`config.mk`:
```
export PLATFORM = sky130hd
export DESIGN_NAME = alu_mul_sequencer
export DESIGN_NICKNAME = d
export VERILOG_FILES = /design/src/rtl/alu_mul_sequencer.sv
export SDC_FILE = /design/constraint.sdc
export NUM_CORES = 1
export LEC_CHECK = 0
export ABC_AREA = 1
export ABC_CLOCK_PERIOD_IN_PS = 3200
export CAP_MARGIN = 20
export CORE_MARGIN = 2
export CORE_UTILIZATION = 30
export CTS_CLUSTER_DIAMETER = 80
export DETAILED_ROUTE_END_ITERATION = 10
export HOLD_SLACK_MARGIN = 0.08
export PLACE_DENSITY = 0.56
export REMOVE_ABC_BUFFERS = 1
export SYNTH_ARGS = -nofsm -noshare
export SYNTH_HDL_FRONTEND = slang
export SYNTH_SLANG_ARGS = --single-unit
export TNS_END_PERCENT = 50
```
`constraint.sdc`:
```
create_clock -name i_CLK -period 3.2 [get_ports i_CLK]
set_input_delay 0.64 -clock i_CLK [delete_from_list [all_inputs] [get_ports i_CLK]]
set_output_delay 0.64 -clock i_CLK [all_outputs]
set_load 0.02 [all_outputs]
```
`src/rtl/alu_mul_sequencer.sv`:
```
// alu_mul_sequencer
// -----------------
// Multi-cycle 8x8 unsigned shift-add multiplier.
// It does no arithmetic of its own. It borrows the shared ALU for eight
// passes, one per multiplier bit, and returns a 16-bit product.
//
// Ports:
//   i_CLK        clock; all state changes at posedge (ALU evaluates at negedge)
//   i_RST        asynchronous, active-low reset
//   i_Start      start request, sampled at posedge while idle
//   i_A, i_B     multiplicand / multiplier, captured on start
//   i_ALUResult  ALU result (8 bits)
//   i_ALUC       ALU carry out
//   o_ALUReq     high while the sequencer owns the ALU (steers the operand mux)
//   o_ALUOp      opcode driven to the ALU
//   o_ALUData1   ALU operand 1 (accumulator)
//   o_ALUData2   ALU operand 2 (multiplicand)
//   o_Busy       multiply in progress (STEP cycles only)
//   o_Done       one-cycle completion pulse
//   o_Product    16-bit product, held until the next accepted start
//   o_PZ         product == 0, registered together with o_Product
module alu_mul_sequencer (
    input  logic        i_CLK,
    input  logic        i_RST,
    input  logic        i_Start,
    input  logic [7:0]  i_A,
    input  logic [7:0]  i_B,
    input  logic [7:0]  i_ALUResult,
    input  logic        i_ALUC,
    output logic        o_ALUReq,
    output logic [3:0]  o_ALUOp,
    output logic [7:0]  o_ALUData1,
    output logic [7:0]  o_ALUData2,
    output logic        o_Busy,
    output logic        o_Done,
    output logic [15:0] o_Product,
    output logic        o_PZ
);

    // Opcodes taken from the shared ALU opcode table.
    localparam logic [3:0] ALUOP_ADD = 4'h0;
    localparam logic [3:0] ALUOP_PD1 = 4'h8;

    typedef enum logic [1:0] {
        IDLE = 2'd0,
        STEP = 2'd1,
        DONE = 2'd2
    } state_t;

    state_t      state_r;
    state_t      state_s;
    logic [7:0]  hi_r;
    logic [7:0]  lo_r;
    logic [7:0]  mcand_r;
    logic [3:0]  cnt_r;
    logic [15:0] product_r;
    logic        pz_r;
    logic        done_r;
    logic [15:0] shift_s;
    logic        last_step_s;

    assign last_step_s = (state_r == STEP) && (cnt_r == 4'd7);

    // State register.
    always_ff @(posedge i_CLK or negedge i_RST) begin
        if (!i_RST) begin
            state_r <= IDLE;
        end else begin
            state_r <= state_s;
        end
    end

    // Next-state logic. There is no early exit: a multiply always takes eight steps.
    always_comb begin
        state_s = state_r;
        case (state_r)
            IDLE: begin
                if (i_Start) begin
                    state_s = STEP;
                end else begin
                    state_s = IDLE;
                end
            end
            STEP: begin
                if (cnt_r == 4'd7) begin
                    state_s = DONE;
                end else begin
                    state_s = STEP;
                end
            end
            DONE:    state_s = IDLE;
            default: state_s = IDLE;
        endcase
    end

    // ALU-facing outputs. They are decoded from registers only, so they
    // remain stable from the posedge through the ALU's negedge.
    always_comb begin
        o_ALUReq   = 1'b0;
        o_ALUOp    = ALUOP_PD1;
        o_ALUData1 = 8'h00;
        o_ALUData2 = 8'h00;
        o_Busy     = 1'b0;
        case (state_r)
            STEP: begin
                o_ALUReq   = 1'b1;
                o_Busy     = 1'b1;
                o_ALUData1 = hi_r;
                o_ALUData2 = mcand_r;
                if (lo_r[0]) begin
                    o_ALUOp = ALUOP_ADD;
                end else begin
                    o_ALUOp = ALUOP_PD1;
                end
            end
            default: begin
                o_ALUReq   = 1'b0;
                o_ALUOp    = ALUOP_PD1;
                o_ALUData1 = 8'h00;
                o_ALUData2 = 8'h00;
                o_Busy     = 1'b0;
            end
        endcase
    end

    // Right-shift {carry, hi, lo} by one place. When the current multiplier
    // bit is set, the ALU sum replaces hi. Its carry becomes the new MSB; this
    // is what makes 0xFF*0xFF come out right.
    always_comb begin
        shift_s = 16'h0000;
        if (lo_r[0]) begin
            shift_s = {i_ALUC, i_ALUResult, lo_r[7:1]};
        end else begin
            shift_s = {1'b0, hi_r, lo_r[7:1]};
        end
    end

    // Datapath registers. The product is captured on the edge that ends the
    // last step, so it is valid in the same cycle as o_Done.
    always_ff @(posedge i_CLK or negedge i_RST) begin
        if (!i_RST) begin
            hi_r      <= 8'h00;
            lo_r      <= 8'h00;
            mcand_r   <= 8'h00;
            cnt_r     <= 4'd0;
            product_r <= 16'h0000;
            pz_r      <= 1'b0;
            done_r    <= 1'b0;
        end else begin
            done_r <= 1'b0;
            case (state_r)
                IDLE: begin
                    if (i_Start) begin
                        hi_r    <= 8'h00;
                        lo_r    <= i_B;
                        mcand_r <= i_A;
                        cnt_r   <= 4'd0;
                    end
                end
                STEP: begin
                    {hi_r, lo_r} <= shift_s;
                    cnt_r        <= cnt_r + 4'd1;
                    if (last_step_s) begin
                        product_r <= shift_s;
                        pz_r      <= (shift_s == 16'h0000);
                        done_r    <= 1'b1;
                    end
                end
                default: begin
                    done_r <= 1'b0;
                end
            endcase
        end
    end

    assign o_Product = product_r;
    assign o_PZ      = pz_r;
    assign o_Done    = done_r;

endmodule

```
* After elaboration in Yosys (flattened, before gate mapping) *
Index checks and enable logic that the tools add are counted.

operators by class
  add/subtract/negate cells = 1
  $mul = 0
  divide/modulo/power cells = 0
  magnitude comparators = 0
  eq/ne operators = 3
  shift operators = 0
  mux-type cells = 17
  bitwise gates (word level) = 0
  reductions and logical operators = 7

operators with widths
  cell                                                                    number
  8-bit two-way mux                                                       4
  8-bit case mux with 2 select lines                                      2
  16-bit logical NOT                                                      1
  16-bit two-way mux                                                      1
  4-bit two-way mux                                                       3
  4-bit case mux with 2 select lines                                      1
  2-bit AND reduction                                                     3
  4-bit by 1-bit adder with 4-bit output (second input constant)          1
  4-bit by 3-bit equality test with 1-bit output (second input constant)  1
  1-bit two-way mux                                                       4
  2-bit case mux with 2 select lines                                      1
  2-bit by 1-bit equality test with 1-bit output (second input constant)  1
  2-bit logical NOT                                                       1
  2-bit two-way mux                                                       1
  2-bit != test (second input constant)                                   1
  2-bit nonzero test                                                      1
  1-bit logical AND                                                       1

storage, ports and cells
  register bits = 48
  latch bits = 0
  memory bits (writable) = 0
  bits in read-only memories = 0
  input port bits = 28
  output and inout bits = 40
  word-level logic and storage cells = 36
  memories kept = 0

* Depth between registers and ports, before layout *
Gate-level depths: netlist of run 1.

  depth in word-level cells = 4
  mapped depth = 9
  mapped depth without buffers = 8

* Least setup slack after synthesis of run 1 *
OpenSTA, ideal clock, no wires.

  path type = register to output
  from = register, netlist name o_Done
  to = output port o_ALUData1[0]
  data arrival time = 1,267 ps
  data required time = 2,560 ps
  setup slack = 1,293 ps
  stages on the path, launching flop included = 7
  buffers on the path = 3
  cell sequence = dfrtp_1 > nor2_4 > inv_4 > buf_6 > buf_6 > buf_6 > nor2_2

RTL lines
  what           RTL line  text
  end, declared  32        output logic [7:0] o_ALUData1,

* Worst setup path in the final report of run 1 *
  from = register state_r[0]
  to = output port o_ALUData1[7]

on the way
  cells in the longest elaborated chain, start to end = 2

ends and longest elaborated chain
  what                                            RTL line  text
  start, declared                                 50        state_t state_r;
  start signal, assigned                          69        state_r <= state_s;
  2-bit by 1-bit equality test with 1-bit output  104       case (state_r)
  8-bit two-way mux                               104

No other way between the ends.

==> results of run 1 <==
through the flow:
stage               cell area [sq um]  total power, mW    util  worst slack [ns]  cells
floorplan                        2151            2.185       -             1.091    246
global placement                 2918            2.914  0.3980            0.9853    410
detailed placement               2918            2.941  0.3980            0.9623    410
CTS                              3033            3.402  0.4137            0.6918    418
global route                     3053            3.624  0.4165            0.6114    419
finish                           3053            3.360  0.4165            0.7268    419
routing by layer:
layer / share of wire / global-route usage / routed length [um]
met5: 0 / 0 / 0
met4: 0.014 / 0.05682 / 73
met3: 0.037 / 0.02905 / 189
met2: 0.46 / 0.1981 / 2306
met1: 0.49 / 0.1772 / 2484
worst paths after layout:
| check | start | endpoint | slack (ns) | depth (start not counted) |
|---|---|---|---|---|
| max in group asynchronous | i_RST | o_Product[7]$_DFFE_PN0P_ | 2.53 | 2 |
| min reg2reg | o_Product[7]$_DFFE_PN0P_ | o_Product[7]$_DFFE_PN0P_ | 0.48 | 2 |
| min | i_RST | o_Product[10]$_DFFE_PN0P_ | 0.19 | 1 |
| max reg2reg | state_r[0]$_DFF_PN0_ | o_Product[10]$_DFFE_PN0P_ | 1.46 | 7 |
| min in group i_CLK | o_Product[7]$_DFFE_PN0P_ | o_Product[7]$_DFFE_PN0P_ | 0.48 | 2 |
| max | state_r[0]$_DFF_PN0_ | o_ALUData1[7] | 0.73 | 5 |
flip-flops by register name (all words and copies together) (netlist names):
| name | flops |
|---|---|
| hi_r | 8 |
| lo_r | 8 |
| o_PZ | 1 |
| mcand_r | 8 |
| o_Done | 1 |
| o_Product | 16 |
| state_r | 1 |
| cnt_r | 4 |
worst max-delay path: stages, from the launching register on:
cell             delay, ns
dfrtp_1               0.38
inv_2                 0.08
nor2_4                0.04
inv_4                 0.35
nor2_1                0.09
clkdlybuf4s50_1       0.55
report_power, final:
group | switching (mW) | internal (mW) | total [mW]
Combinational | 1.10 | 0.786 | 1.89
Sequential | 0.150 | 0.872 | 1.02
Clock | 0.215 | 0.235 | 0.451
layout make-up:
cell class                 instances  area share
multi-input combinational        162      0.2730
tap                               99     0.04057
timing repair buffer              66      0.2172
sequential                        47      0.3852
clock buffer                       5     0.02254
clock inverter                     3     0.01516
inverter                          37     0.04631
cell families (layout without fill, tap and decap cells):
| family | count (synthesis) | count (layout) | share of synthesized area |
|---|---|---|---|
| AOI/OAI and AO/OA | 53 | 53 | 0.1516 |
| xor gates and xnor gates | 1 | 1 | 0.003832 |
| adders and majority gates | 1 | 1 | 0.005473 |
| other | 1 | 3 | 0.001640 |
| DFF | 47 | 47 | 0.5145 |
| buffers and inverters | 53 | 111 | 0.1243 |
| and+or+nand+nor | 104 | 104 | 0.1987 |
layout by cell type (no fill, tap or decap), types with 2 or more instances in the layout:
master / instances
inv_2: 3
nand3_2: 2
clkdlybuf4s50_1: 63
a21oi_1: 9
clkbuf_8: 5
o211ai_1: 2
nor2_2: 10
o22ai_1: 8
inv_1: 33
dfrtp_1: 47
nor2_1: 23
o21ai_1: 12
o21ai_0: 4
conb_1: 3
o21ai_2: 14
nand2_1: 64
nor2_4: 2
==> impl_metrics.json, run 1 <==
{
  "synth_cells": 260,
  "dp_hpwl_um": 3494,
  "min_period_ns": 2.473,
  "finalWirelength_um": 5054,
  "start_kind": "register",
  "synth_flop_cell": "dfrtp_1",
  "drv_slew": 0,
  "max_freq_ghz": 0.4043,
  "diodes": 0,
  "core_sq_mm": 0.007331,
  "rows": 31,
  "cts_resized": 0,
  "cp_max_fo": 38,
  "initial_core_util": 0.3118,
  "multi_input_area_sq_um": 833.3,
  "cts_tree": "done",
  "p_per_area_mw_per_mm2": 1100,
  "run_status": "complete, no violations",
  "synthArstFlopShare": 1.000,
  "place_congestion": 0.7145,
  "htreeDepth": 2,
  "synth_cell_types": 28,
  "layout.nets": 348,
  "crit_required_ns": 2.56,
  "timing.final.crit_share": 0.7729,
  "synth_largest_area_cell": "dfrtp_1",
  "cts_setup_buffers": 0,
  "synth-seq-cells": 47,
  "drive_above_1_share": 0.1406,
  "postRouteAntennaNets": 0,
  "netlist_top_cells_count": "nand2_1 (64), dfrtp_1 (47), inv_1 (33), nor2_1 (23), o21ai_2 (14)",
  "cts-root-buf": "clkbuf_8",
  "critPathKind": "reg -> out",
  "p_leak_nw": 1.405,
  "antenna_found_initial": 0,
  "first_pass_iters": 4,
  "io_pins": 68,
  "drt_first_iter_violations": 56,
  "cts_buffers": 5,
  "cts.sinks": 47,
  "grtUsageTotal": 0.1299,
  "syn-mean-instance-area_sq_um": 8.792,
  "timing.slew.headroom": 0.5828,
  "dieWidth_um": 91.29,
  "grt_pass1_vias": 1836,
  "clk_path_buf_depth": 2,
  "grt-ovfl-total": 0,
  "skew_ns": 0.01026,
  "viasPerCell": 4.365,
  "dr_total_vias": 1829,
  "max_cap_viol_count": 0,
  "setup_viol": 0,
  "peakVddDrop_uv": 447.0,
  "hold_buffers": 0,
  "yosys_warnings": 0,
  "yosys-top-cells-area": "dfrtp_1 (51%), nand2_1 (11%), inv_1 (5.4%)",
  "clock_latency_ns": 0.31,
  "fin_tns_setup_ns": 0,
  "grt_start_max_net_pins": 48,
  "endpoint_kind": "output pin",
  "die_area_sq_mm": 0.008334,
  "grt_pass1_wl_um": 8625,
  "netlist_area_sq_mm": 0.002286,
  "wl_per_cell_um": 12.06,
  "worst_pin_slew_ns": 0.6248,
  "fin_hold_ws_ns": 0.1863,
  "synth_top_area_share": 0.5145,
  "rsz0062_at_grt": "false",
  "regArea_sq_mm": 0.001176,
  "clk_pin_slew_worst_paths_ns": 0.09,
  "hold_viol_final": 0,
  "drc_errors": 0,
  "yosysSeqAreaShare": 0.5145,
  "syn2layout_area_growth_pct": 33.55,
  "hold_class": "in -> async",
  "synth_enable_flop_cells": 0,
  "fillCellCount": 753,
  "arrival_ns": 1.83,
  "yosysMostFrequentCell": "nand2_1",
  "die_h_um": 91.29,
  "io_buffers": 64
}
Note: power is estimated with default switching activity, not from simulation.
==> run 2: changes to the inputs <==
--- a/config.mk
+++ b/config.mk
@@ -6,7 +6,7 @@
 export NUM_CORES = 1
 export LEC_CHECK = 0
 export ABC_AREA = 1
-export ABC_CLOCK_PERIOD_IN_PS = 3200
+export ABC_CLOCK_PERIOD_IN_PS = 2600
 export CAP_MARGIN = 20
 export CORE_MARGIN = 2
 export CORE_UTILIZATION = 30
==> constraint.sdc (replaced) <==
create_clock -name i_CLK -period 2.6 [get_ports i_CLK]
set_input_delay 0.52 -clock i_CLK [delete_from_list [all_inputs] [get_ports i_CLK]]
set_output_delay 0.52 -clock i_CLK [all_outputs]
set_load 0.02 [all_outputs]
==> run 2 against run 1 <==
Die area unchanged. Via count down 2.7%. Sequential cell count unchanged. Largest power group unchanged. Critical path depth down 1. Register-to-register slack worse by 0.63 ns. Count of clock-buffer cells in the layout unchanged. Sequential power up 24%. Final area down 0.12%.
==> impl_metrics.json, run 2 (synthesized netlist as in run 1, its figures left out) <==
{
  "viasPerCell": 4.238,
  "critPathKind": "reg -> out",
  "cts.sinks": 47,
  "initial_core_util": 0.3118,
  "grt_start_max_net_pins": 39,
  "grt-ovfl-total": 0,
  "final_common_cell": "nand2_1",
  "layout.nets": 349,
  "grt_pass1_vias": 1791,
  "drt_first_iter_violations": 72,
  "p_per_area_mw_per_mm2": 1361,
  "hold_viol_final": 0,
  "cts-root-buf": "clkbuf_8",
  "peakVddDrop_uv": 472.5,
  "setup_viol": 0,
  "core_sq_mm": 0.007331,
  "hold_buffers": 0,
  "drv_slew": 0,
  "timing.slew.headroom": 0.5614,
  "cp_max_fo": 38,
  "cts_buffers": 5,
  "crit_family": "buffers and inverters",
  "io_buffers": 64,
  "endpoint_kind": "output pin",
  "path_cells": "nor2_4 -> inv_4 -> nor2_2 -> clkdlybuf4s50_1",
  "dieWidth_um": 91.29,
  "dp_hpwl_um": 3609,
  "place_congestion": 0.7694,
  "die_area_sq_mm": 0.008334,
  "wl_per_cell_um": 12.48,
  "diodes": 0,
  "rows": 31,
  "finalWirelength_um": 5240,
  "clk_pin_slew_worst_paths_ns": 0.09,
  "drive_above_1_share": 0.1433,
  "arrival_ns": 1.85,
  "cts_resized": 0,
  "worst_pin_slew_ns": 0.6569,
  "cts_tree": "done",
  "clk_path_buf_depth": 2,
  "clock_latency_ns": 0.30,
  "die_h_um": 91.29,
  "first_pass_iters": 4,
  "run_status": "complete, no violations",
  "rsz0062_at_grt": "false",
  "crit_required_ns": 2.08,
  "fin_tns_setup_ns": 0,
  "postRouteAntennaNets": 0,
  "start_kind": "register",
  "htreeDepth": 2,
  "antenna_found_initial": 0,
  "syn2layout_area_growth_pct": 33.39,
  "crit_buf_inv": 2,
  "io_pins": 68,
  "max_cap_viol_count": 0,
  "cts_setup_buffers": 0,
  "grt_pass1_wl_um": 8625,
  "grtUsageTotal": 0.1305,
  "timing.final.crit_share": 0.9108,
  "cp_slowest_cell": "clkdlybuf4s50_1",
  "max_freq_ghz": 0.4223,
  "hold_class": "in -> async",
  "drc_errors": 0,
  "min_period_ns": 2.368,
  "p_leak_nw": 1.409,
  "critPathMaxStageDelay_ns": 0.61,
  "fin_util": 0.4159,
  "final_cell_mix": "nand2_1 (64), clkdlybuf4s50_1 (63), dfrtp_1 (47), inv_1 (33), nor2_1 (23)",
  "skew_ns": 0.008839,
  "dr_total_vias": 1780,
  "largest_register_ffs": 16
}
## run 2: cell count changes in the layout (fill, tap and decap cells not counted), sizes merged
cell	previous run	this run
buf	3	4
clkinv	0	1
clkinvlp	1	0
## run 2: worst paths after layout
kind	start	endpoint	slack, ns	depth (start not counted)
min in group i_CLK	o_Product[10]$_DFFE_PN0P_	o_Product[10]$_DFFE_PN0P_	0.49	2
worst min register to register	o_Product[10]$_DFFE_PN0P_	o_Product[10]$_DFFE_PN0P_	0.49	2
max in group asynchronous	i_RST	hi_r[0]$_DFFE_PN0P_	1.71	2
worst max register to register	state_r[0]$_DFF_PN0_	o_Product[13]$_DFFE_PN0P_	0.83	7
worst max-delay path	o_Done$_DFF_PN0_	o_ALUData1[4]	0.23	4
worst min-delay path	i_RST	o_Product[10]$_DFFE_PN0P_	0.13	1
## run 2: final cells by class
class	instances	area (sq um)
Tap cell	99	123.9
Sequential cell	47	1176
Clock buffer	5	68.82
Fill cell	755	4282
Multi-Input combinational cell	162	833.3
Timing Repair Buffer	67	658.1
Inverter	37	141.4
Clock inverter	3	47.55
## run 2: metal layers
metal,GRT usage,share of wire,vias to the layer above
met1,0.1851,0.50,808
met2,0.1975,0.45,39
met5,0,0,-
li1,-,-,929
met4,0.03030,0.0069,0
met3,0.03734,0.043,4
## run 2: power breakdown
group          leakage (nW)  internal, mW  switching, mW
combinational         0.780         0.970           1.36
sequential            0.570          1.07          0.190
clock                0.0587         0.292          0.262
## run 2: per-stage QoR
stage,setup WS [ns],hold slack (ns),instances,cell area (sq um),total power [mW]
6_report,0.2319,0.1260,420,3049,4.150
2_1_floorplan,0.6108,0.2244,246,2151,2.690
3_3_place_gp,0.5815,0.4656,412,2933,3.604
3_5_place_dp,0.5529,0.4682,412,2933,3.638
5_1_grt,0.1116,0.1321,420,3049,4.486
4_1_cts,0.1989,0.1288,420,3049,4.211
==> run 3: changes to the inputs <==
--- a/config.mk
+++ b/config.mk
@@ -9,11 +9,11 @@
 export ABC_CLOCK_PERIOD_IN_PS = 2600
 export CAP_MARGIN = 20
 export CORE_MARGIN = 2
-export CORE_UTILIZATION = 30
+export CORE_UTILIZATION = 47
 export CTS_CLUSTER_DIAMETER = 80
 export DETAILED_ROUTE_END_ITERATION = 10
 export HOLD_SLACK_MARGIN = 0.08
-export PLACE_DENSITY = 0.56
+export PLACE_DENSITY = 0.81
 export REMOVE_ABC_BUFFERS = 1
 export SYNTH_ARGS = -nofsm -noshare
 export SYNTH_HDL_FRONTEND = slang
==> run 3 against run 2 <==
Sequential share of layout area grew 0.77 points. Setup slack gained 0.034 ns. Hold slack gained 0.064 ns. Critical path type unchanged.
==> impl_metrics.json, run 3 (synthesized netlist as in run 1, its figures left out) <==
{
  "met2WireLength_um": 2247,
  "regArea_sq_mm": 0.001176,
  "grt-ovfl-total": 0,
  "hold_class": "in -> async",
  "dp_hpwl_um": 3258,
  "fillCellCount": 424,
  "critPathMaxStageDelay_ns": 0.61,
  "max_freq_ghz": 0.4285,
  "final_common_cell": "nand2_1",
  "ff2ff_setup_slack_ns": 0.83,
  "largest_register_ffs": 16,
  "cp_max_fo": 38,
  "dieWidth_um": 73.74,
  "fin_tns_setup_ns": 0,
  "hold_buffers": 0,
  "setup_viol": 0,
  "htreeDepth": 2,
  "rsz0062_at_grt": "false",
  "io_buffers": 64,
  "initial_core_util": 0.4872,
  "io_pins": 68,
  "clock_latency_ns": 0.30,
  "diodes": 0,
  "run_status": "complete, no violations",
  "cts-root-buf": "clkbuf_8",
  "routed.top_layer": "met4",
  "drive_above_1_share": 0.1402,
  "final_cell_mix": "nand2_1 (64), clkdlybuf4s50_1 (63), dfrtp_1 (47), inv_1 (33), nor2_1 (23)",
  "worst_pin_slew_ns": 0.6497,
  "postRouteAntennaNets": 0,
  "cp_slowest_cell": "clkdlybuf4s50_1",
  "antenna_found_initial": 0,
  "drv_slew": 0,
  "path_cells": "nor2_4 -> inv_4 -> nor2_1 -> clkdlybuf4s50_1",
  "drt_first_iter_violations": 190,
  "place_congestion": 0.7770,
  "max_cap_viol_count": 0,
  "total_power_mw": 4.053,
  "cts_tree": "done",
  "crit_buf_inv": 2,
  "peakVddDrop_uv": 630.8,
  "first_pass_iters": 4,
  "layout.nets": 349,
  "skew_ns": 0.002930,
  "drc_errors": 0,
  "cts_setup_buffers": 0,
  "wl_per_cell_um": 12.45,
  "min_period_ns": 2.334,
  "arrival_ns": 1.81,
  "clk_path_buf_depth": 2,
  "syn2layout_area_growth_pct": 30.76,
  "cts_resized": 0,
  "cts.sinks": 47,
  "hold_viol_final": 0,
  "clk_pin_slew_worst_paths_ns": 0.08,
  "p_per_area_mw_per_mm2": 1356,
  "fin_util": 0.6371,
  "cts_buffers": 5,
  "die_h_um": 73.74,
  "timing.final.crit_share": 0.8976,
  "met3_length_um": 274,
  "rows": 25,
  "timing.slew.headroom": 0.5662,
  "viasPerCell": 4.936,
  "die_area_sq_mm": 0.005438,
  "endpoint_kind": "output pin",
  "critPathKind": "reg -> out",
  "p_leak_nw": 1.406,
  "grt_start_max_net_pins": 48,
  "crit_family": "buffers and inverters",
  "grt_pass1_wl_um": 7686,
  "grt_pass1_vias": 1726,
  "core_sq_mm": 0.004692,
  "multi_input_area_sq_um": 833.3,
  "finalWirelength_um": 4667,
  "start_kind": "register",
  "dr_total_vias": 1851,
  "crit_required_ns": 2.08,
  "grtUsageTotal": 0.1859,
  "wl_met1_um": 2086
}
## run 3: cell types whose count changed in the layout (fill, tap and decap cells not counted)
cell,delta
buf_12,+1
bufinv_16,-1
clkbuf_1,+1
clkinv_4,-1
clkbuf_8,+2
inv_6,-1
buf_4,-1
## run 3: metal layers
layer  vias up  GRT usage
met2        62     0.3056
met1       854     0.2335
met4         0    0.06263
li1        927          -
met3         8    0.05624
met5         -          0
## run 3: cell type report
type | count | share of cell area
multi-input combinational | 162 | 0.2788
timing repair buffer | 67 | 0.2244
sequential | 47 | 0.3935
inverter | 37 | 0.04730
tap | 54 | 0.02260
clock buffer | 8 | 0.03349
## run 3: final timing paths
path	start	to	depth (start not counted)
worst min register to register	o_Product[3]$_DFFE_PN0P_	o_Product[3]$_DFFE_PN0P_	2
worst min-delay path	i_RST	o_Product[3]$_DFFE_PN0P_	2
worst max-delay path	o_Done$_DFF_PN0_	o_ALUData1[7]	4
min in group i_CLK	o_Product[3]$_DFFE_PN0P_	o_Product[3]$_DFFE_PN0P_	2
max in group asynchronous	i_RST	cnt_r[1]$_DFFE_PN0P_	2
worst max register to register	state_r[0]$_DFF_PN0_	o_Product[10]$_DFFE_PN0P_	7
## run 3: report_power, final
part           switching [mW]  internal, mW  total [mW]
logic                    1.35         0.973        2.32
clock network           0.231         0.243       0.473
registers               0.182          1.07        1.26
## run 3: per-stage QoR
| stage | worst slack [ns] | hold slack [ns] | std cells | area [sq um] |
|---|---|---|---|---|
| CTS | 0.2279 | 0.1963 | 375 | 2989 |
| global placement | 0.6017 | 0.4643 | 367 | 2889 |
| detailed placement | 0.5735 | 0.4688 | 367 | 2889 |
| global route | 0.1616 | 0.1975 | 375 | 2989 |
| finish | 0.2663 | 0.1900 | 375 | 2989 |
| floorplan | 0.6108 | 0.2244 | 246 | 2151 |
